$ cat config.mk
export PLATFORM = sky130hd
export DESIGN_NAME = counter_updown_mod
export DESIGN_NICKNAME = d
export VERILOG_FILES = /design/src/rtl/counter_pkg.sv /design/src/rtl/counter_step_unit.sv /design/src/rtl/counter_updown_mod.sv
export SDC_FILE = /design/constraint.sdc
export NUM_CORES = 1
export LEC_CHECK = 0
export BUFFER_PORTS_ARGS = -buffer_cell sky130_fd_sc_hd__buf_2
export CAP_MARGIN = 20
export CORE_UTILIZATION = 52
export CTS_CLUSTER_DIAMETER = 100
export DETAILED_ROUTE_END_ITERATION = 10
export PLACE_DENSITY = 0.83
export SLEW_MARGIN = 10
export SYNTH_ARGS = -nofsm -noshare
export SYNTH_HDL_FRONTEND = slang
export SYNTH_SLANG_ARGS = --single-unit
$ cat constraint.sdc
create_clock -name clk -period 2.3 [get_ports clk]
set_clock_uncertainty 0.2 [all_clocks]
set_input_delay 0.46 -clock clk [delete_from_list [all_inputs] [get_ports clk]]
set_output_delay 0.46 -clock clk [all_outputs]
set_load 0.02 [all_outputs]
$ cat src/rtl/counter_pkg.sv
// -----------------------------------------------------------------------------
// counter_pkg
// Shared types for the up/down modulo counter.
//   cnt_mode_t : selects what happens when a step crosses 0 or MAX_COUNT.
//                CNT_WRAP folds the count back into range, modulo MAX_COUNT+1.
//                CNT_SAT  clamps the count at the boundary it crossed.
// -----------------------------------------------------------------------------
package counter_pkg;

    typedef enum logic {
        CNT_WRAP = 1'b0,
        CNT_SAT  = 1'b1
    } cnt_mode_t;

endpackage : counter_pkg

$ cat src/rtl/counter_step_unit.sv
// -----------------------------------------------------------------------------
// counter_step_unit
// Purely combinational next-count arithmetic for counter_updown_mod.
// Produces the count that follows one enabled step, and flags an overflow
// event when the step leaves the range 0..MAX_COUNT.
//
// Ports
//   cnt_i      [WIDTH-1:0]       current count (always within 0..MAX_COUNT)
//   step_i     [STEP_WIDTH-1:0]  unsigned step magnitude
//   up_i                         1 = count up, 0 = count down
//   mode_i     cnt_mode_t        CNT_WRAP or CNT_SAT boundary behaviour
//   cnt_next_o [WIDTH-1:0]       count after the step
//   ovf_o                        step went out of range (either mode)
// -----------------------------------------------------------------------------
module counter_step_unit
    import counter_pkg::*;
#(
    parameter int    WIDTH      = 8,
    parameter longint MAX_COUNT = (longint'(1) << WIDTH) - 1,
    parameter int    STEP_WIDTH = 4
) (
    input  logic [WIDTH-1:0]      cnt_i,
    input  logic [STEP_WIDTH-1:0] step_i,
    input  logic                  up_i,
    input  cnt_mode_t             mode_i,
    output logic [WIDTH-1:0]      cnt_next_o,
    output logic                  ovf_o
);

    // Wide enough that count + step never truncates before the range check,
    // and wide enough to hold MAX_COUNT+1 even when MAX_COUNT = 2**WIDTH-1.
    localparam int             SW    = WIDTH + STEP_WIDTH + 1;
    localparam logic [SW-1:0]  MAX_S = SW'(MAX_COUNT);
    localparam logic [SW-1:0]  MOD_S = SW'(MAX_COUNT + 1);
    localparam logic [WIDTH-1:0] MAX_W = WIDTH'(MAX_COUNT);

    // Fold an arbitrary non-negative value into 0..MAX_COUNT.
    function automatic logic [WIDTH-1:0] wrap_mod(input logic [SW-1:0] v);
        logic [SW-1:0] r;
        r = v % MOD_S;
        return WIDTH'(r);
    endfunction

    // Clamp to the boundary that was crossed in the given direction.
    function automatic logic [WIDTH-1:0] sat_bound(input logic up);
        return up ? MAX_W : '0;
    endfunction

    logic [SW-1:0] cnt_ext;
    logic [SW-1:0] step_ext;
    logic [SW-1:0] raw_sum;
    logic [SW-1:0] step_red;
    logic [SW-1:0] raw_diff;

    always_comb begin
        cnt_ext  = SW'(cnt_i);
        step_ext = SW'(step_i);
        raw_sum  = cnt_ext + step_ext;
        // Reducing the step first keeps count + MOD - step non-negative even
        // when the step is larger than the whole counting range.
        step_red = step_ext % MOD_S;
        raw_diff = cnt_ext + MOD_S - step_red;
    end

    always_comb begin
        cnt_next_o = cnt_i;
        ovf_o      = 1'b0;
        if (up_i) begin
            if (raw_sum > MAX_S) begin
                ovf_o      = 1'b1;
                cnt_next_o = (mode_i == CNT_SAT) ? sat_bound(1'b1) : wrap_mod(raw_sum);
            end else begin
                cnt_next_o = WIDTH'(raw_sum);
            end
        end else begin
            if (step_ext > cnt_ext) begin
                ovf_o      = 1'b1;
                cnt_next_o = (mode_i == CNT_SAT) ? sat_bound(1'b0) : wrap_mod(raw_diff);
            end else begin
                cnt_next_o = WIDTH'(cnt_ext - step_ext);
            end
        end
    end

endmodule : counter_step_unit

$ cat src/rtl/counter_updown_mod.sv
// -----------------------------------------------------------------------------
// counter_updown_mod
// Up/down counter over 0..MAX_COUNT with a variable step, wrap or saturate
// boundary handling, and overflow pulse/sticky flags.
// Per-cycle priority: reset > clear > load > enable > hold.
//
// Ports
//   clk         clock, all registers on rising edge
//   reset       synchronous active-high reset
//   clear       count <= 0
//   load        count <= load_data (clamped to MAX_COUNT)
//   load_data   [WIDTH-1:0] value to load
//   enable      advance count by step
//   up_down     1 = up, 0 = down
//   step        [STEP_WIDTH-1:0] unsigned step magnitude
//   mode        cnt_mode_t: CNT_WRAP or CNT_SAT
//   ovf_clr     clear ovf_sticky (an overflow in the same cycle wins)
//   count       [WIDTH-1:0] current count, straight from the register
//   ovf_pulse   registered one-cycle overflow marker, aligned with count
//   ovf_sticky  registered latched overflow flag
//   at_max      count == MAX_COUNT
//   at_zero     count == 0
// -----------------------------------------------------------------------------
module counter_updown_mod
    import counter_pkg::*;
#(
    parameter int     WIDTH      = 8,
    parameter longint MAX_COUNT  = (longint'(1) << WIDTH) - 1,
    parameter int     STEP_WIDTH = 4
) (
    input  logic                  clk,
    input  logic                  reset,
    input  logic                  clear,
    input  logic                  load,
    input  logic [WIDTH-1:0]      load_data,
    input  logic                  enable,
    input  logic                  up_down,
    input  logic [STEP_WIDTH-1:0] step,
    input  cnt_mode_t             mode,
    input  logic                  ovf_clr,
    output logic [WIDTH-1:0]      count,
    output logic                  ovf_pulse,
    output logic                  ovf_sticky,
    output logic                  at_max,
    output logic                  at_zero
);

    localparam logic [WIDTH-1:0] MAX_W = WIDTH'(MAX_COUNT);

    // Loaded values above the terminal count are pinned to it so the count
    // register never leaves 0..MAX_COUNT.
    function automatic logic [WIDTH-1:0] sat_load(input logic [WIDTH-1:0] v);
        return (v > MAX_W) ? MAX_W : v;
    endfunction

    logic [WIDTH-1:0] count_q, count_d;
    logic             ovf_pulse_q, ovf_pulse_d;
    logic             ovf_sticky_q, ovf_sticky_d;

    logic [WIDTH-1:0] step_next;
    logic             step_ovf;
    logic             step_taken;

    counter_step_unit #(
        .WIDTH      (WIDTH),
        .MAX_COUNT  (MAX_COUNT),
        .STEP_WIDTH (STEP_WIDTH)
    ) u_step (
        .cnt_i      (count_q),
        .step_i     (step),
        .up_i       (up_down),
        .mode_i     (mode),
        .cnt_next_o (step_next),
        .ovf_o      (step_ovf)
    );

    // A step only happens when neither clear nor load claims the cycle, so
    // any overflow it would have raised is discarded along with it.
    assign step_taken = enable && !clear && !load;

    always_comb begin
        count_d      = count_q;
        ovf_pulse_d  = 1'b0;
        ovf_sticky_d = ovf_sticky_q;

        if (clear) begin
            count_d = '0;
        end else if (load) begin
            count_d = sat_load(load_data);
        end else if (enable) begin
            count_d = step_next;
        end

        ovf_pulse_d = step_taken && step_ovf;

        // Setting dominates clearing when both happen together.
        if (ovf_pulse_d) begin
            ovf_sticky_d = 1'b1;
        end else if (ovf_clr) begin
            ovf_sticky_d = 1'b0;
        end
    end

    always_ff @(posedge clk) begin
        if (reset) begin
            count_q      <= '0;
            ovf_pulse_q  <= 1'b0;
            ovf_sticky_q <= 1'b0;
        end else begin
            count_q      <= count_d;
            ovf_pulse_q  <= ovf_pulse_d;
            ovf_sticky_q <= ovf_sticky_d;
        end
    end

    assign count      = count_q;
    assign ovf_pulse  = ovf_pulse_q;
    assign ovf_sticky = ovf_sticky_q;
    assign at_max     = (count_q == MAX_W);
    assign at_zero    = (count_q == '0);

endmodule : counter_updown_mod

# [After elaboration in Yosys (flattened, before gate mapping)]
# Cells that the tools add are included.
[totals] register_bits=10 word_cells=33
[op_classes] add_sub_neg=4 n_lt_le_gt_ge=3 n_eq_ne=1 n_mux=13 reduce_logical=9
[ops] cell="$mux W8" n=8
[ops] cell="$sub A8 B4 Y8" n=2
[ops] cell="$gt A13 B8 Y1 const B" n=1
[ops] cell="$add A8 B4 Y9" n=1
[ops] cell="$add A8 B1 Y8 const B" n=1
[ops] cell="$eq A8 B8 Y1 const B" n=1
[ops] cell="$gt A4 B8 Y1" n=1
[ops] cell="$gt A8 B8 Y1 const B" n=1
[ops] cell="$logic_not A8 Y1" n=1
[ops] cell="$mux W1" n=5
[ops] cell="$reduce_bool A2 Y1" n=2
[ops] cell="$logic_and A1 B1 Y1" n=3
[ops] cell="$logic_not A1 Y1" n=2
[ops] cell="$reduce_or A2 Y1" n=1

# [Longest topological paths before layout]
# Gate-level depths: netlist of run 1.
[depth] word_depth=7 mapped_depth=8

# [Modules after synthesis]
# A second synthesis of run 1 with hierarchy kept.
[unflattened] hier_cells=138 area_unflattened_um2=1143.6
[by_module_without_submodules] mod="counter_step_unit" instances=1 cells_each=91 area_each_um2=640.6
[by_module_without_submodules] mod="counter_updown_mod" instances=1 cells_each=47 area_each_um2=503.0

# [Least setup slack after synthesis of run 1]
# Ideal clock, no wire load.
[synth_timing] kind="register to register" from="register count_q[2], in the netlist count[2]" to="register count_q[5], in the netlist count[5]" setup_ps=73 arrival_time_ps=1926 setup_slack_ps=101 stages_incl_launch_ff=8 n_path_buf=1 period_less_slack_ps=2199 cell_sequence="dfxtp_1 ha_1 buf_6 or3b_4 a31oi_4 o21ai_1 mux2_4 o211ai_2"
[synth_via] elab_chain_cells=7
[synth_lines] element="start, declared" line_no="counter_updown_mod.sv:56" rtl="logic [WIDTH-1:0] count_q, count_d;"
[synth_lines] element="start signal, assigned" line_no="counter_updown_mod.sv:110" rtl="count_q <= count_d;"
[synth_lines] element="$add A8 B1 Y8" line_no="counter_step_unit.sv:62" rtl="raw_diff = cnt_ext + MOD_S - step_red;"
[synth_lines] element="$sub A8 B4 Y8" line_no="counter_step_unit.sv:62"
[synth_lines] element="$mux W8" line_no="counter_step_unit.sv:78" rtl="cnt_next_o = (mode_i == CNT_SAT) ? sat_bound(1'b0) : wrap_mod(raw_diff);"
[synth_lines] element="$mux W8" line_no="counter_step_unit.sv:76" rtl="if (step_ext > cnt_ext) begin"
[synth_lines] element="$mux W8 (*)" line_no="counter_step_unit.sv:68" rtl="if (up_i) begin"
[synth_lines] element="$mux W8 (*)" line_no="counter_updown_mod.sv:90" rtl="end else if (enable) begin"
[synth_lines] element="$mux W8 (*)" line_no="counter_updown_mod.sv:88" rtl="end else if (load) begin"
# Every way passes the cells marked *; elsewhere a longest branch is shown, timed or not. The select of a mux whose other input is x is not followed.
# A chain may end at the register's enable or synchronous reset.

# [Final worst setup path of run 1]
[layout_timing] from="register count_q[4], in the netlist count[4]" to="output port at_zero"
[layout_via] elab_chain_cells=1
[layout_lines] element="$logic_not A8 Y1" line_no="counter_updown_mod.sv:120" rtl="assign at_zero = (count_q == '0);"
[layout_lines] element="end, declared" line_no="counter_updown_mod.sv:45" rtl="output logic at_zero"
# No other way between the ends.

==> impl_metrics.env, run 1 <==
export IMPL_status="finished, final reports clean"
export IMPL_avgSynthCellArea_um2=8.20
export IMPL_synth_top_cell_by_area="dfxtp_1"
export IMPL_synth_simple_gate_area_share_pct=29.1
export IMPL_htree_levels=1
export IMPL_synth_compound_area_share_pct=31.3
export IMPL_cp_max_fo=9
export IMPL_drt_first_pass_iters=4
export IMPL_maxCapViolCount=0
export IMPL_start_kind="flop"
export IMPL_dp_slack_ns=-0.0615
export IMPL_max_clock_freq_ghz=0.454
export IMPL_synth_top_cell_area_share_pct=17.1
export IMPL_clock_power_share_pct=26.7
export IMPL_synth_xor_area_share_pct=0.747
export IMPL_cp_arrival_ns=1.54
export IMPL_cts_buffers=3
export IMPL_crit_path_cell_trace="nor4_4, and4_1, buf_2"
export IMPL_synthCells=143
export IMPL_dieWidth_um=49.5
export IMPL_p_int_w=0.000388
export IMPL_cp_depth=3
export IMPL_stdcell_area_mm2=0.00150
export IMPL_cpLargestDelayFamily="simple AND/OR/NAND/NOR gates"
export IMPL_cts_buffer_depth=2
export IMPL_drt_wl_total_um=3420
export IMPL_clock_latency_ns=0.27
export IMPL_placedInstanceArea_mm2=0.00143
export IMPL_cp_num_buf_inv=1
export IMPL_layout_nets=217
export IMPL_synthTopCellsByCount="a21oi_1 (12), inv_1 (11), dfxtp_1 (10), nor2_1 (10), ha_1 (8)"
export IMPL_coreArea_mm2=0.00204
export IMPL_postLayoutCoreUtil_pct=73.2
export IMPL_cpPeakStageDelay_ns=0.46
export IMPL_fin_ws_ns=0.0968
export IMPL_sw_frac_of_total_pct=36.1
export IMPL_root_buffer="clkbuf_4"
export IMPL_synth_fp_nets=173
export IMPL_cts_tree="yes"
export IMPL_ant_nets=0
export IMPL_power_switching_w=0.000220
export IMPL_worst_setup_path_end_kind="primary output"
export IMPL_antenna_cells=0
export IMPL_synth_edf_count=0
export IMPL_grt_start_max_net_pins=16
export IMPL_r2r_start="count[0]$_SDFFE_PP0P_"
export IMPL_fill_cells=174
export IMPL_slowest_stage="nor4_4"
export IMPL_p_seq_share_pct=32.4
export IMPL_ff2ff_path_depth=8
export IMPL_p_comb_share_pct=40.9
export IMPL_antenna_found_initial=0
export IMPL_synth_area_leaders="dfxtp_1 (17%), ha_1 (8.5%), a21oi_1 (5.1%)"
export IMPL_period_minus_slack_ns=2.20
export IMPL_clock_sinks=10
export IMPL_rows=16
export IMPL_relSlewSlack_pct=65.4
export IMPL_synth_top_family_by_area="compound AO/OA/AOI/OAI gates"
export IMPL_whs_endpoint="count[2]$_SDFFE_PP0P_"
export IMPL_cp_required_ns=1.64
export IMPL_post_cts_buffers=0
export IMPL_routed_via_density=6.10
export IMPL_ctsHoldBuffers=0
export IMPL_drive_gt1_share_pct=38.7
export IMPL_synth_flop_cell="dfxtp_1"
export IMPL_synth_distinct_cells=54
export IMPL_ctsResizeCount=0
export IMPL_vdd_ir_drop_max_uv=439
export IMPL_first_global_vias=1252
export IMPL_start_util_pct=57.4
export IMPL_tightest_slew_ns=0.513
export IMPL_yosysWarnings=0
export IMPL_slew_viol_final=0
export IMPL_worst_setup_path_type="reg2out"
export IMPL_synth_seq_area_share_pct=17.1
export IMPL_grt_setup_unrepaired="false"
export IMPL_dpl_hpwl_um=2590
export IMPL_drt_initial_drc_count=39
export IMPL_r2r_end="ovf_sticky$_SDFFE_PP0P_"
export IMPL_async_flop_share_pct=0
export IMPL_wl_per_cell_um=16.1
export IMPL_clk_transition_reported_paths_ns=0.07
export IMPL_grt_pass1_wl_um=5810
export IMPL_regArea_um2=201
export IMPL_hold_path_class="in2reg"
export IMPL_drc=0
export IMPL_syn_area_mm2=0.00117
export IMPL_synth_seq_cells=10
export IMPL_grt_ovfl_total=0
export IMPL_hold_violations=0
export IMPL_io_buffers=31
export IMPL_ff2ff_setup_slack_ns=0.15
export IMPL_grtUsageTotal_pct=31.0
export IMPL_pin_count=32
export IMPL_synth_fa_ha_area_share_pct=12.0
export IMPL_holdPathStages=3
export IMPL_setup_viol=0
export IMPL_worstHoldStart="load_data[2]"
export IMPL_muxShareOfSynthArea_pct=2.99
export IMPL_multiInputGateArea_um2=922
export IMPL_die_h_um=49.5
export IMPL_p_leak_nw=0.679
export IMPL_die_area_mm2=0.00245
export IMPL_gp_congestion=0.951
export IMPL_holdWs_ns=0.245
export IMPL_fin_crit_sh_pct=95.8
export IMPL_powerDensity_mw_per_mm2=406
export IMPL_synth_most_common_cell="a21oi_1"
export IMPL_vias=1300
export IMPL_syn2layout_area_growth_pct=27.5
[cell families (layout without fill, tap and decap cells)]
group | count (synthesis) | after routing
flip-flops | 10 | 10
AND/OR/NAND/NOR | 55 | 55
XOR/XNOR | 1 | 1
AO/OA/AOI/OAI | 47 | 47
buffers and inverters | 17 | 60
adder cells (fa/ha/maj) | 10 | 10
multiplexers | 3 | 3
[routing by layer]
layer	up-vias	track usage, %	wire length [um]
li1	619	-	-
met1	611	40.8	1500
met2	64	53.0	1630
met3	6	5.86	266
met4	0	5.71	23
met5	-	0	0
[cell type report]
class | count | area share (%)
timing repair buffer | 45 | 17.4
sequential | 10 | 13.5
multi-input combinational | 116 | 61.7
inverter | 11 | 2.76
clock buffer | 4 | 2.43
tap | 27 | 2.26
[power by group through the flow]
stage	clock network, W	registers [W]	logic, W
global route	0.000173	0.000199	0.000270
finish	0.000162	0.000197	0.000248
detailed placement	0	0.000199	0.000235
floorplan	0	0.000206	0.000147
global placement	0	0.000198	0.000231
CTS	0.000162	0.000195	0.000237
[placed cells by master (no fill, tap or decap), types with 3 or more instances in the layout]
cell type / instances
or2_2: 3
inv_1: 11
nor2_1: 10
o21ai_1: 4
a31oi_1: 3
dfxtp_1: 9
o21ai_0: 3
and3_1: 3
clkbuf_4: 3
nand2_1: 7
buf_4: 14
nor3_1: 4
a211oi_1: 5
nand2b_1: 4
a21oi_1: 11
buf_2: 31
nand3_1: 6
ha_1: 8
[worst reg2reg max path, cell delays in order (launching register included)]
cell and delay [ns]:
dfxtp_2 0.36, inv_1 0.07, ha_1 0.21, fa_1 0.43
nor2b_2 0.18, o21ai_4 0.13, a32oi_2 0.23, nor2_1 0.08
a21o_1 0.15
[worst max-delay path by stage]
stage / slack [ns] / endpoint / from
final: 0.1 / at_zero / count[4]$_SDFFE_PP0P_
after global routing: 0.02 / at_zero / count[4]$_SDFFE_PP0P_
after CTS: 0.03 / at_zero / count[4]$_SDFFE_PP0P_
after detailed placement: -0.06 / count[2]$_SDFFE_PP0P_ / step[0]
after global placement: -0.08 / count[2]$_SDFFE_PP0P_ / step[0]
after floorplan: 0.10 / count[5]$_SDFFE_PP0P_ / count[2]$_SDFFE_PP0P_
[flip-flops by register name, indices dropped and copies added, names as in the netlist]
register    flops
count           8
ovf_pulse       1
ovf_sticky      1
[metrics by stage]
step | setup TNS (ns) | power (W) | instances
after global placement | -0.271 | 0.000429 | 209
after global routing | 0 | 0.000642 | 213
final | 0 | 0.000607 | 213
after detailed placement | -0.300 | 0.000434 | 209
after CTS | 0 | 0.000594 | 213
after floorplan | 0 | 0.000353 | 143
(Power assumes the default switching activity.)
==> run 2, diff against run 1 <==
--- a/config.mk
+++ b/config.mk
@@ -7,10 +7,11 @@
 export LEC_CHECK = 0
 export BUFFER_PORTS_ARGS = -buffer_cell sky130_fd_sc_hd__buf_2
 export CAP_MARGIN = 20
-export CORE_UTILIZATION = 52
+export CORE_UTILIZATION = 40
 export CTS_CLUSTER_DIAMETER = 100
 export DETAILED_ROUTE_END_ITERATION = 10
-export PLACE_DENSITY = 0.83
+export PLACE_DENSITY = 0.68
+export SKIP_CTS_REPAIR_TIMING = 1
 export SLEW_MARGIN = 10
 export SYNTH_ARGS = -nofsm -noshare
 export SYNTH_HDL_FRONTEND = slang
==> run 2 against run 1 <==
Compared with the run above: hold slack worse by 0.015 ns; via count shrank 2.7%; critical path depth is the same; flip-flop and latch count stayed put; core utilization decreased by 19 points; cell area decreased by 0.75%; cell count up 1.9%; sequential share of layout area up 0.10 points; sequential power about the same; count of clock-buffer cells in the layout is the same; combinational power shrank 2%; die area is 29% higher; critical path type unchanged; largest cell class unchanged; highest routed layer unchanged.
==> impl_metrics.env, run 2 (synthesized netlist as in run 1, its figures left out) <==
export IMPL_status="finished, final reports clean"
export IMPL_layout_common_cells="buf_2 (31), buf_4 (14), inv_1 (11), a21oi_1 (11), nor2_1 (10)"
export IMPL_cp_arrival_ns=1.53
export IMPL_gp_congestion=0.918
export IMPL_clock_sinks=10
export IMPL_p_seq_share_pct=32.8
export IMPL_cp_required_ns=1.64
export IMPL_powerDensity_mw_per_mm2=403
export IMPL_routed_via_density=5.83
export IMPL_met2_usage_pct=38.3
export IMPL_layout_nets=217
export IMPL_r2r_start="count[1]$_SDFFE_PP0P_"
export IMPL_coreArea_mm2=0.00276
export IMPL_max_clock_freq_ghz=0.457
export IMPL_io_buffers=31
export IMPL_htree_levels=1
export IMPL_first_global_vias=1205
export IMPL_slew_viol_final=0
export IMPL_tightest_slew_ns=0.456
export IMPL_grt_start_max_net_pins=16
export IMPL_hold_path_class="in2reg"
export IMPL_holdPathStages=3
export IMPL_cp_max_fo=9
export IMPL_grt_pass1_wl_um=5690
export IMPL_top_usage_layer="met2"
export IMPL_vdd_ir_drop_max_uv=474
export IMPL_ant_nets=0
export IMPL_ff2ff_path_depth=6
export IMPL_rows=19
export IMPL_die_h_um=56.1
export IMPL_grt_setup_unrepaired="false"
export IMPL_period_minus_slack_ns=2.19
export IMPL_die_area_mm2=0.00315
export IMPL_drt_wl_total_um=3360
export IMPL_relSlewSlack_pct=69.5
export IMPL_pin_count=32
export IMPL_worstHoldStart="load_data[2]"
export IMPL_sw_frac_of_total_pct=35.5
export IMPL_fin_crit_sh_pct=95.1
export IMPL_drt_first_pass_iters=4
export IMPL_stdcell_area_mm2=0.00148
export IMPL_cts_buffers=3
export IMPL_fin_cells=217
export IMPL_power_switching_w=0.000212
export IMPL_p_int_w=0.000385
export IMPL_postLayoutCoreUtil_pct=53.8
export IMPL_dpl_hpwl_um=2730
export IMPL_fin_ws_ns=0.113
export IMPL_largest_reg_flops=8
export IMPL_syn2layout_area_growth_pct=26.6
export IMPL_hold_violations=0
export IMPL_cts_tree="yes"
export IMPL_antenna_found_initial=0
export IMPL_clk_transition_reported_paths_ns=0.07
export IMPL_drc=0
export IMPL_r2r_end="count[3]$_SDFFE_PP0P_"
export IMPL_cts_buffer_depth=2
export IMPL_dieWidth_um=56.1
export IMPL_wl_per_cell_um=15.5
export IMPL_maxCapViolCount=0
export IMPL_clock_latency_ns=0.27
export IMPL_p_comb_share_pct=40.6
export IMPL_drt_initial_drc_count=50
export IMPL_met3_usage_pct=4.65
export IMPL_p_leak_nw=0.673
export IMPL_grt_ovfl_total=0
export IMPL_ff2ff_setup_slack_ns=0.13
export IMPL_dpl_cell_count=213
export IMPL_largest_register="count"
export IMPL_antenna_cells=0
export IMPL_final_common_cell="buf_2"
export IMPL_clock_power_share_pct=26.6
export IMPL_vias=1265
export IMPL_grtUsageMet1_pct=30.4
export IMPL_whs_endpoint="count[2]$_SDFFE_PP0P_"
export IMPL_drive_gt1_share_pct=38.2
export IMPL_root_buffer="clkbuf_4"
export IMPL_start_util_pct=42.5
export IMPL_placedInstanceArea_mm2=0.00143
export IMPL_worst_setup_path_end_kind="primary output"
export IMPL_dp_slack_ns=-0.0982
export IMPL_grtUsageTotal_pct=22.8
export IMPL_setup_tns_ns=0
export IMPL_worst_setup_path_type="reg2out"
export IMPL_setup_viol=0
export IMPL_start_kind="flop"
[run 2: cell counts in the layout (fill, tap and decap cells not counted)]
No cell type changed its count.
[run 2: stage by stage]
stage	power [W]	hold WS [ns]
final	0.000597	0.230
after floorplan	0.000353	0.372
after global placement	0.000431	0.230
after CTS	0.000594	0.223
after global routing	0.000635	0.244
after detailed placement	0.000435	0.241
[run 2: area by class of cell]
cell class	instances	area (um^2)
tap	31	38.8
fill	264	1270
timing repair buffer	45	260
multi-input combinational	116	906
inverter	11	41.3
clock buffer	4	36.3
sequential	10	201
[run 2: worst max path at each step]
stage,from,to,slack [ns]
floorplan,count[2]$_SDFFE_PP0P_,count[5]$_SDFFE_PP0P_,0.10
global placement,step[1],count[3]$_SDFFE_PP0P_,-0.12
detailed placement,step[2],count[3]$_SDFFE_PP0P_,-0.1
CTS,count[0]$_SDFFE_PP0P_,count[3]$_SDFFE_PP0P_,0.05
global route,count[4]$_SDFFE_PP0P_,at_zero,0.03
finish,count[4]$_SDFFE_PP0P_,at_zero,0.11
[run 2: power groups by stage]
stage / sequential [W] / clock (W) / combinational (W)
floorplan: 0.000206 / 0 / 0.000147
global placement: 0.000199 / 0 / 0.000232
detailed placement: 0.000199 / 0 / 0.000236
CTS: 0.000195 / 0.000162 / 0.000237
global route: 0.000198 / 0.000173 / 0.000264
finish: 0.000196 / 0.000159 / 0.000243
[run 2: layer usage]
metal	wire length [um]	vias to the layer above
li1	-	619
met4	14	0
met1	1530	606
met5	0	-
met2	1640	38
met3	168	2
[run 2: critical path: stages (launching register included)]
cell	delay, ns
dfxtp_1	0.39
nor4_2	0.46
and4_1	0.25
buf_2	0.16
==> run 3, diff against run 2 <==
--- a/config.mk
+++ b/config.mk
@@ -11,6 +11,7 @@
 export CTS_CLUSTER_DIAMETER = 100
 export DETAILED_ROUTE_END_ITERATION = 10
 export PLACE_DENSITY = 0.68
+export SETUP_SLACK_MARGIN = 0.3
 export SKIP_CTS_REPAIR_TIMING = 1
 export SLEW_MARGIN = 10
 export SYNTH_ARGS = -nofsm -noshare
==> run 3 against run 2 <==
Compared with the run above: setup slack better by 0.12 ns; core utilization grew 6.6 points; count of clock-buffer cells in the layout did not move; critical path type is now reg2reg; fmax increased by 5.6%; via count increased by 6.2%; register-to-register slack better by 0.098 ns; non-clock buffer count unchanged; sequential share of layout area fell by 0.43 points; hold slack improved by 0.012 ns; routed wire length grew 16%; die area did not move.
==> impl_metrics.env, run 3 (synthesized netlist as in run 1, its figures left out) <==
export IMPL_cp_max_fo=5
export IMPL_grtUsageTotal_pct=23.1
export IMPL_syn2layout_area_growth_pct=42.0
export IMPL_setup_viol=0
export IMPL_cts_tree="yes"
export IMPL_coreArea_mm2=0.00276
export IMPL_first_global_vias=1210
export IMPL_htree_levels=1
export IMPL_drc=0
export IMPL_powerDensity_mw_per_mm2=392
export IMPL_drt_first_pass_iters=4
export IMPL_dieWidth_um=56.1
export IMPL_drt_initial_drc_count=94
export IMPL_gp_congestion=0.897
export IMPL_max_clock_freq_ghz=0.483
export IMPL_grt_setup_unrepaired="true"
export IMPL_postLayoutCoreUtil_pct=60.4
export IMPL_wl_per_cell_um=17.8
export IMPL_grt_ovfl_total=0
export IMPL_slew_viol_final=0
export IMPL_drive_gt1_share_pct=51.9
export IMPL_largest_register="count"
export IMPL_vdd_ir_drop_max_uv=474
export IMPL_rows=19
export IMPL_dpl_hpwl_um=2760
export IMPL_cpPeakStageDelay_ns=0.42
export IMPL_final_common_cell="buf_2"
export IMPL_ant_nets=0
export IMPL_largest_reg_flops=8
export IMPL_worst_setup_path_end_kind="flop"
export IMPL_clk_transition_reported_paths_ns=0.06
export IMPL_relSlewSlack_pct=72.6
export IMPL_drt_wl_total_um=3880
export IMPL_die_area_mm2=0.00315
export IMPL_maxCapViolCount=0
export IMPL_period_minus_slack_ns=2.07
export IMPL_start_util_pct=42.5
export IMPL_layout_nets=218
export IMPL_start_kind="flop"
export IMPL_hold_violations=0
export IMPL_cp_required_ns=2.30
export IMPL_pin_count=32
export IMPL_routed_via_density=6.16
export IMPL_vias=1343
export IMPL_grt_pass1_wl_um=5700
export IMPL_fin_cells=218
export IMPL_dp_slack_ns=-0.0490
export IMPL_worst_setup_path_type="reg2reg"
export IMPL_stdcell_area_mm2=0.00167
export IMPL_grt_start_max_net_pins=17
export IMPL_die_h_um=56.1
export IMPL_crit_path_cell_trace="inv_4, ha_4, fa_2, nor2b_4, o21ai_4, a221oi_4, nor4_2, o21ai_1"
export IMPL_layout_common_cells="buf_2 (30), buf_4 (12), nor2_1 (10), a21oi_1 (10), inv_1 (9)"
export IMPL_antenna_found_initial=0
export IMPL_antenna_cells=0
export IMPL_p_leak_nw=0.701
export IMPL_clock_latency_ns=0.27
export IMPL_fin_crit_sh_pct=90.1
export IMPL_root_buffer="clkbuf_4"
export IMPL_io_buffers=31
export IMPL_tightest_slew_ns=0.405
export IMPL_setup_tns_ns=0
export IMPL_fin_ws_ns=0.228
export IMPL_placedInstanceArea_mm2=0.00144
export IMPL_cts_buffer_depth=2
export IMPL_status="finished, final reports clean"
export IMPL_hold_path_class="in2reg"
export IMPL_dpl_cell_count=208
export IMPL_cp_arrival_ns=2.07
export IMPL_slowest_stage="fa_2"
export IMPL_cts_buffers=3
export IMPL_clock_sinks=10
==> run 3: power by group <==
group,switching (W),total (W),internal [W]
Sequential,0.0000169,0.000197,0.000180
Clock,0.0000658,0.000162,0.0000962
Combinational,0.000164,0.000294,0.000130
Total,0.000247,0.000653,0.000406
==> run 3: area by class of cell <==
| class | instances | area, um^2 |
|---|---|---|
| Fill cell | 228 | 1090 |
| Multi-Input combinational cell | 117 | 1060 |
| Timing Repair Buffer | 45 | 264 |
| Sequential cell | 10 | 219 |
| Inverter | 11 | 51.3 |
| Tap cell | 31 | 38.8 |
| Clock buffer | 4 | 36.3 |
==> run 3: routing by layer <==
layer | global-route usage, % | vias up | routed length, um
met3 | 6.05 | 12 | 270
met2 | 37.1 | 65 | 1850
met1 | 30.9 | 638 | 1660
met4 | 5.23 | 0 | 104
li1 | - | 628 | -
met5 | 0 | - | 0
==> run 3: metrics by stage <==
stage / power, W / hold WS [ns]
detailed placement: 0.000437 / 0.245
finish: 0.000653 / 0.243
global route: 0.000685 / 0.260
global placement: 0.000432 / 0.234
CTS: 0.000596 / 0.239
floorplan: 0.000359 / 0.372
==> run 3: worst paths after layout <==
check	start	endpoint	slack [ns]	cells past startpoint
max reg2reg	count[0]$_SDFFE_PP0P_	count[2]$_SDFFE_PP0P_	0.23	8
min reg2reg	ovf_sticky$_SDFFE_PP0P_	ovf_sticky$_SDFFE_PP0P_	0.26	1
min	load_data[3]	count[3]$_SDFFE_PP0P_	0.24	3
max	count[0]$_SDFFE_PP0P_	count[2]$_SDFFE_PP0P_	0.23	8
==> run 3: worst max-delay path: cells and delay by family (launching register included) <==
family	cells	cell delay, ns
fa+ha+maj	2	0.58
compound gates	3	0.53
flops	1	0.38
simple gates	2	0.25
buf+inv	1	0.05
